[config.mk]
export PLATFORM = sky130hd
export DESIGN_NAME = key_filter
export DESIGN_NICKNAME = d
export VERILOG_FILES = /design/src/rtl/key_filter_pkg.sv /design/src/rtl/sync_2ff.sv /design/src/rtl/key_filter.sv
export SDC_FILE = /design/constraint.sdc
export NUM_CORES = 1
export LEC_CHECK = 0
export ABC_AREA = 1
export BUFFER_PORTS_ARGS = -buffer_cell sky130_fd_sc_hd__buf_4
export CORE_MARGIN = 2
export CORE_UTILIZATION = 30
export CTS_CLUSTER_DIAMETER = 200
export DETAILED_ROUTE_END_ITERATION = 7
export HOLD_SLACK_MARGIN = 0.1
export PLACE_DENSITY = 0.44
export REMOVE_ABC_BUFFERS = 1
export SYNTH_ARGS = -nofsm -noshare
export SYNTH_HDL_FRONTEND = slang
export SYNTH_SLANG_ARGS = --single-unit
export TNS_END_PERCENT = 20
[constraint.sdc]
create_clock -name clk -period 1.5 [get_ports clk]
set_clock_uncertainty 0.15 [all_clocks]
set_input_delay 0.075 -clock clk [delete_from_list [all_inputs] [get_ports clk]]
set_output_delay 0.075 -clock clk [all_outputs]
set_load 0.005 [all_outputs]
[src/rtl/key_filter_pkg.sv]
// ============================================================================
// Package  : key_filter_pkg
// Purpose  : Shared FSM state encoding and key level constants for key_filter
//            and its downstream consumers (beep driver).
// Revision : 1.0 - initial release
// ============================================================================
`timescale 1ns/1ps
`default_nettype none

package key_filter_pkg;

   typedef enum logic [1:0] {
      IDLE       = 2'd0,
      PRESS_FILT = 2'd1,
      DOWN       = 2'd2,
      REL_FILT   = 2'd3
   } key_fsm_e;

   localparam logic KEY_PRESSED  = 1'b0;
   localparam logic KEY_RELEASED = 1'b1;

endpackage

`default_nettype wire

[src/rtl/sync_2ff.sv]
// ============================================================================
// Module   : sync_2ff
// Purpose  : 1-bit two-flop synchroniser with configurable reset value.
// Revision : 1.0 - initial release
// ============================================================================
`timescale 1ns/1ps
`default_nettype none

module sync_2ff #(
   parameter logic RST_VAL = 1'b1
) (
   input  logic clk,
   input  logic rst_n,
   input  logic d,
   output logic q
);

   logic r_meta;
   logic r_sync;

   always_ff @(posedge clk or negedge rst_n) begin
      if (!rst_n) begin
         r_meta <= RST_VAL;
         r_sync <= RST_VAL;
      end else begin
         r_meta <= d;
         r_sync <= r_meta;
      end
   end

   assign q = r_sync;

endmodule

`default_nettype wire

[src/rtl/key_filter.sv]
// ============================================================================
// Module   : key_filter
// Purpose  : Debounces an active-low push button; emits a one-cycle press
//            pulse, a debounced level and (optionally) a release pulse.
// Config   : define KEY_FILTER_RELEASE_EN to enable the key_rel pulse.
// Revision : 1.0 - initial release
// ============================================================================
`timescale 1ns/1ps
`default_nettype none

module key_filter
   import key_filter_pkg::*;
#(
   parameter int DEB_CNT = 1_000_000
) (
   input  logic clk,
   input  logic rst_n,
   input  logic key_in,
   output logic key_flag,
   output logic key_state,
   output logic key_rel
);

   localparam int               CNT_W      = (DEB_CNT > 1) ? $clog2(DEB_CNT) : 1;
   localparam logic [CNT_W-1:0] c_cnt_last = CNT_W'(DEB_CNT - 1);

   logic             w_sync;
   logic             w_fall;
   logic             w_rise;
   logic             r_hist;
   key_fsm_e         r_state;
   logic [CNT_W-1:0] r_cnt;
   logic             r_key_flag;
   logic             r_key_state;

   sync_2ff #(
      .RST_VAL (KEY_RELEASED)
   ) u_sync (
      .clk   (clk),
      .rst_n (rst_n),
      .d     (key_in),
      .q     (w_sync)
   );

   assign w_fall = ~w_sync &  r_hist;
   assign w_rise =  w_sync & ~r_hist;

   // The counter is cleared on every state exit, so it never exceeds c_cnt_last.
   always_ff @(posedge clk or negedge rst_n) begin
      if (!rst_n) begin
         r_hist      <= KEY_RELEASED;
         r_state     <= IDLE;
         r_cnt       <= '0;
         r_key_flag  <= 1'b0;
         r_key_state <= KEY_RELEASED;
      end else begin
         r_hist     <= w_sync;
         r_key_flag <= 1'b0;
         case (r_state)
            IDLE: begin
               if (w_fall) begin
                  r_state <= PRESS_FILT;
                  r_cnt   <= '0;
               end
            end
            PRESS_FILT: begin
               if (w_sync != KEY_PRESSED) begin
                  r_state <= IDLE;
                  r_cnt   <= '0;
               end else if (r_cnt == c_cnt_last) begin
                  r_state     <= DOWN;
                  r_cnt       <= '0;
                  r_key_flag  <= 1'b1;
                  r_key_state <= KEY_PRESSED;
               end else begin
                  r_cnt <= r_cnt + CNT_W'(1);
               end
            end
            DOWN: begin
               if (w_rise) begin
                  r_state <= REL_FILT;
                  r_cnt   <= '0;
               end
            end
            REL_FILT: begin
               if (w_sync != KEY_RELEASED) begin
                  r_state <= DOWN;
                  r_cnt   <= '0;
               end else if (r_cnt == c_cnt_last) begin
                  r_state     <= IDLE;
                  r_cnt       <= '0;
                  r_key_state <= KEY_RELEASED;
               end else begin
                  r_cnt <= r_cnt + CNT_W'(1);
               end
            end
            default: begin
               r_state <= IDLE;
               r_cnt   <= '0;
            end
         endcase
      end
   end

   assign key_flag  = r_key_flag;
   assign key_state = r_key_state;

`ifdef KEY_FILTER_RELEASE_EN
   logic r_key_rel;

   // Fires on the same edge as the REL_FILT -> IDLE transition above.
   always_ff @(posedge clk or negedge rst_n) begin
      if (!rst_n) begin
         r_key_rel <= 1'b0;
      end else begin
         r_key_rel <= (r_state == REL_FILT) && (w_sync == KEY_RELEASED) &&
                      (r_cnt == c_cnt_last);
      end
   end

   assign key_rel = r_key_rel;
`else
   assign key_rel = 1'b0;
`endif

endmodule

`default_nettype wire

==> impl_summary.txt <==
----------------------------------------------------
[Outcome]
  Outcome ... finished, violations left
  Violations in the final reports ... setup timing

[Floorplan]
  Number of placement rows ... 25
  Count of boundary I/O pins ... 6
  Total core area ... 0.00482 sq mm
  Initial core utilization ... 31.7%
  Die boundary width ... 75.3 microns
  Vertical die dimension ... 75.3 microns
  Die footprint ... 0.00567 sq mm

[Hold path]
  Path type of the worst min-delay path ... in2async

[Synthesis]
  Async set-reset flop share out of synthesis ... between 90% and 100%
  Area fraction of the dominant cell type after synthesis ... 37.7%
  Cell taking the most area after synthesis ... dfrtp_1
  Total number of yosys warnings ... 0
  Top flip-flop cell by instance count after synthesis ... dfrtp_1
  Ranking of synthesized cells by area ... dfrtp_1 (38%), nand2_1 (11%), nor2_1 (7.4%)
  Avg Cell Area, Syn ... 7.99 sq um
  Synth Register Bits ... 27
  Combined area of all synthesized cells ... about 0.0015 sq mm
  Most frequent cell after synthesis ... nand2_1
  Synth top cells by count ... nand2_1 (43), nor2_1 (30), dfrtp_1 (23)
  Sequential fraction of the synthesis area ... 44.6%
  Synthesized instance count ... ~190
  Number of distinct library cells after synthesis ... 30
  Number of enable-type register cells in the synthesized netlist ... 0

[Final layout]
  Number of antenna diodes ... 0
  Fin nets ... 237
  Fill cell total of the finished layout ... around 500
  Area growth, synth to finish ... 34.6%
  Utilization of the core after routing ... 42.6%
  Finished layout cell area ... between 0.002 and 0.0025 sq mm
  Share of final-layout standard cells stronger than drive strength 1 ... between 30% and 40%

[Worst setup path]
  Buf+Inv Stages, Crit Path ... 2
  Largest fanout on the critical path ... 5
  Critical path arrival ... 1.63 ns
  Sequence of cells on the critical path ... buf_4, nand3_2, inv_2, nand2_2, nor2_4, nand3_2, nor2_2, nand2_1, nand2_1, nor2_1
  Critical Path Max Stage Delay ... 0.41 ns
  Category of the critical setup timing path ... reg2reg
  Crit path launch type ... flop
  Category of cells accounting for the largest share of critical-path delay ... simple AND/OR/NAND/NOR gates
  Cell with the biggest individual delay on the critical path ... dfrtp_1
  Critical Path Sink Type ... flop
  Required time of the critical path ... 1.54 ns

[Place]
  Count of buffers from port buffering ... 4
  Post-place instance area ... 0.00185 sq mm
  Detail Placement HPWL ... 2660 microns
  Placer Congestion ... around 0.87

[Timing]
  Worst setup slack after layout ... -0.0948 ns
  Shortest period the worst path allows ... around 1.6 ns
  Final setup viols ... 19
  RSZ-0062 raised after global routing ... true
  Top achievable clock speed ... 627 MHz
  Fin. Hold Viols ... 0
  Part of the cycle the worst path needs ... 106%
  Max Transition Viols Final ... 0

[Power and ir drop]
  Part of the total power dissipated in the clock network ... 23.3%
  Maximum vdd drop ... 0.000358 V
  Static leakage ... 0.977 nW
  Comb pwr share ... between 30% and 40%
  PD cells ... 925 mW/mm^2
  Sequential cell fraction of total power ... 44.3%
  Sw Pwr ... 0.697 mW
  Internal power ... between 1 and 1.5 mW
  Share of total power consumed by net switching ... between 30% and 40%

[Routing]
  Detail Route Antenna Nets ... 0
  Detailed Route Iter0 Violations ... 85
  Final routed DRC violation total ... 0
  Routed vias ... 1,324
  Average wire per standard cell ... 12.1 microns
  Final wirelength ... 3610 microns
  Routed vias/inst ... 4.43
  DR pass1 iterations ... 5

[Global route]
  Via count of the first global-routing pass ... 1,280
  Met3 track demand over resource in global routing ... 1.59%
  Most Crowded Layer GR ... met2
  Pin count of the biggest net entering global routing ... 28
  Global router's overall resource usage ... 13.6%
  GR Layer Usage met2 ... between 20% and 30%
  Total gr overflow ... 0
  Wire length of the first global-routing pass ... 5760 microns
  Met1 capacity usage during global routing ... 18.1%
  Antenna violations before repair ... 0

[CTS]
  Cell at the root of the clock tree ... clkbuf_8
  Maximum number of buffers from clock root to sink ... 2
  Clock tree from TritonCTS ... yes
  Clock sink total ... 27
  Insertion delay to the later sink of the worst-skew pair ... 0.28 ns
  Num CTS Buffers ... 3
  H-Tree Level Count ... 1
  Clock transition at path regs ... between 0.1 and 0.15 ns

[Run]
  Max capacitance violation total ... 0

----------------------------------------------------
placed cells by master, fill, tap and decap left out, types with 6 or more instances in the layout:
cell	netlist	layout
buf_4	1	35
dfrtp_1	23	23
inv_1	22	20
nand2_1	43	39
nand2_2	6	7
nand2_4	2	6
nand3_1	11	6
nand3_2	2	7
nor2_1	30	26
nor2_2	5	6
nor2_4	4	7
xor2_1	7	6
per-layer routing:
metal	wire length, microns	up-vias
met5	0	-
met4	32	0
li1	-	683
met3	120	6
met1	1710	605
met2	1750	30
sequential cells by signal (all words and copies together) (netlist names), named ones only:
name and flops:
u_sync.r_meta 1, r_state 1, key_flag 1, key_state 1, r_hist 1, r_cnt 20, u_sync.q 1
worst paths after layout:
check / from / endpoint / slack, ns / cells after the start
worst max-delay path: r_cnt[0] / r_cnt[17] / -0.09 / 10
worst min-delay path: rst_n / key_flag / 0.09 / 2
worst max register to register: r_cnt[0] / r_cnt[17] / -0.09 / 10
worst min register to register: u_sync.r_meta / u_sync.q / 0.21 / 0
max in group asynchronous: rst_n / key_state / 0.81 / 2
min in group clk: u_sync.r_meta / u_sync.q / 0.21 / 0
cell type report:
cell class / count / area [sq um] / share of cell area [%]
Multi-Input combinational cell: 139 / 848 / 41.3
Sequential cell: 27 / 681 / 33.2
Timing Repair Buffer: 38 / 294 / 14.3
Inverter: 24 / 97.6 / 4.75
Tap cell: 67 / 83.8 / 4.08
Clock buffer: 3 / 41.3 / 2.01
Clock inverter: 1 / 7.51 / 0.366
metrics by stage:
step / setup slack [ns] / total power [mW] / cells / hold slack [ns] / TNS (ns)
floorplan: -0.0250 / 1.12 / 189 / -0.371 / -0.0508
global placement: -0.182 / 1.34 / 290 / -0.138 / -1.73
detailed placement: -0.196 / 1.33 / 290 / -0.136 / -2.67
CTS: -0.0998 / 1.88 / 299 / 0.105 / -1.50
global route: -0.204 / 2.01 / 299 / 0.117 / -3.37
finish: -0.0948 / 1.90 / 299 / 0.0877 / -1.03
kinds of logic (layout without fill, tap and decap cells):
logic type / after synthesis / count (layout) / synth area share [%]
other cells: 1 / 1 / 0.246
fa+ha+maj: 1 / 1 / 0.820
compound gates: 14 / 14 / 5.17
buf+inv: 26 / 66 / 7.30
flops: 27 / 27 / 44.6
xor+xnor: 8 / 8 / 4.59
simple gates: 114 / 115 / 37.2
power by group through the flow:
| stage | Clock, mW | Combinational (mW) | Sequential, mW |
|---|---|---|---|
| 2_1_floorplan | 0 | 0.293 | 0.829 |
| 3_3_place_gp | 0 | 0.495 | 0.840 |
| 3_5_place_dp | 0 | 0.489 | 0.843 |
| 4_1_cts | 0.455 | 0.602 | 0.828 |
| 5_1_grt | 0.485 | 0.681 | 0.848 |
| 6_report | 0.442 | 0.615 | 0.841 |
timing repair:
item,CTS,global route
hold buffers,2,0
hold endpoints to repair,28,0
pin swaps,6,10
gates resized for setup,17,15
setup buffers,2,0
gates cloned,1,0
endpoints found under the setup margin,24,24
No activity file was read; power rests on OpenSTA's default activity.
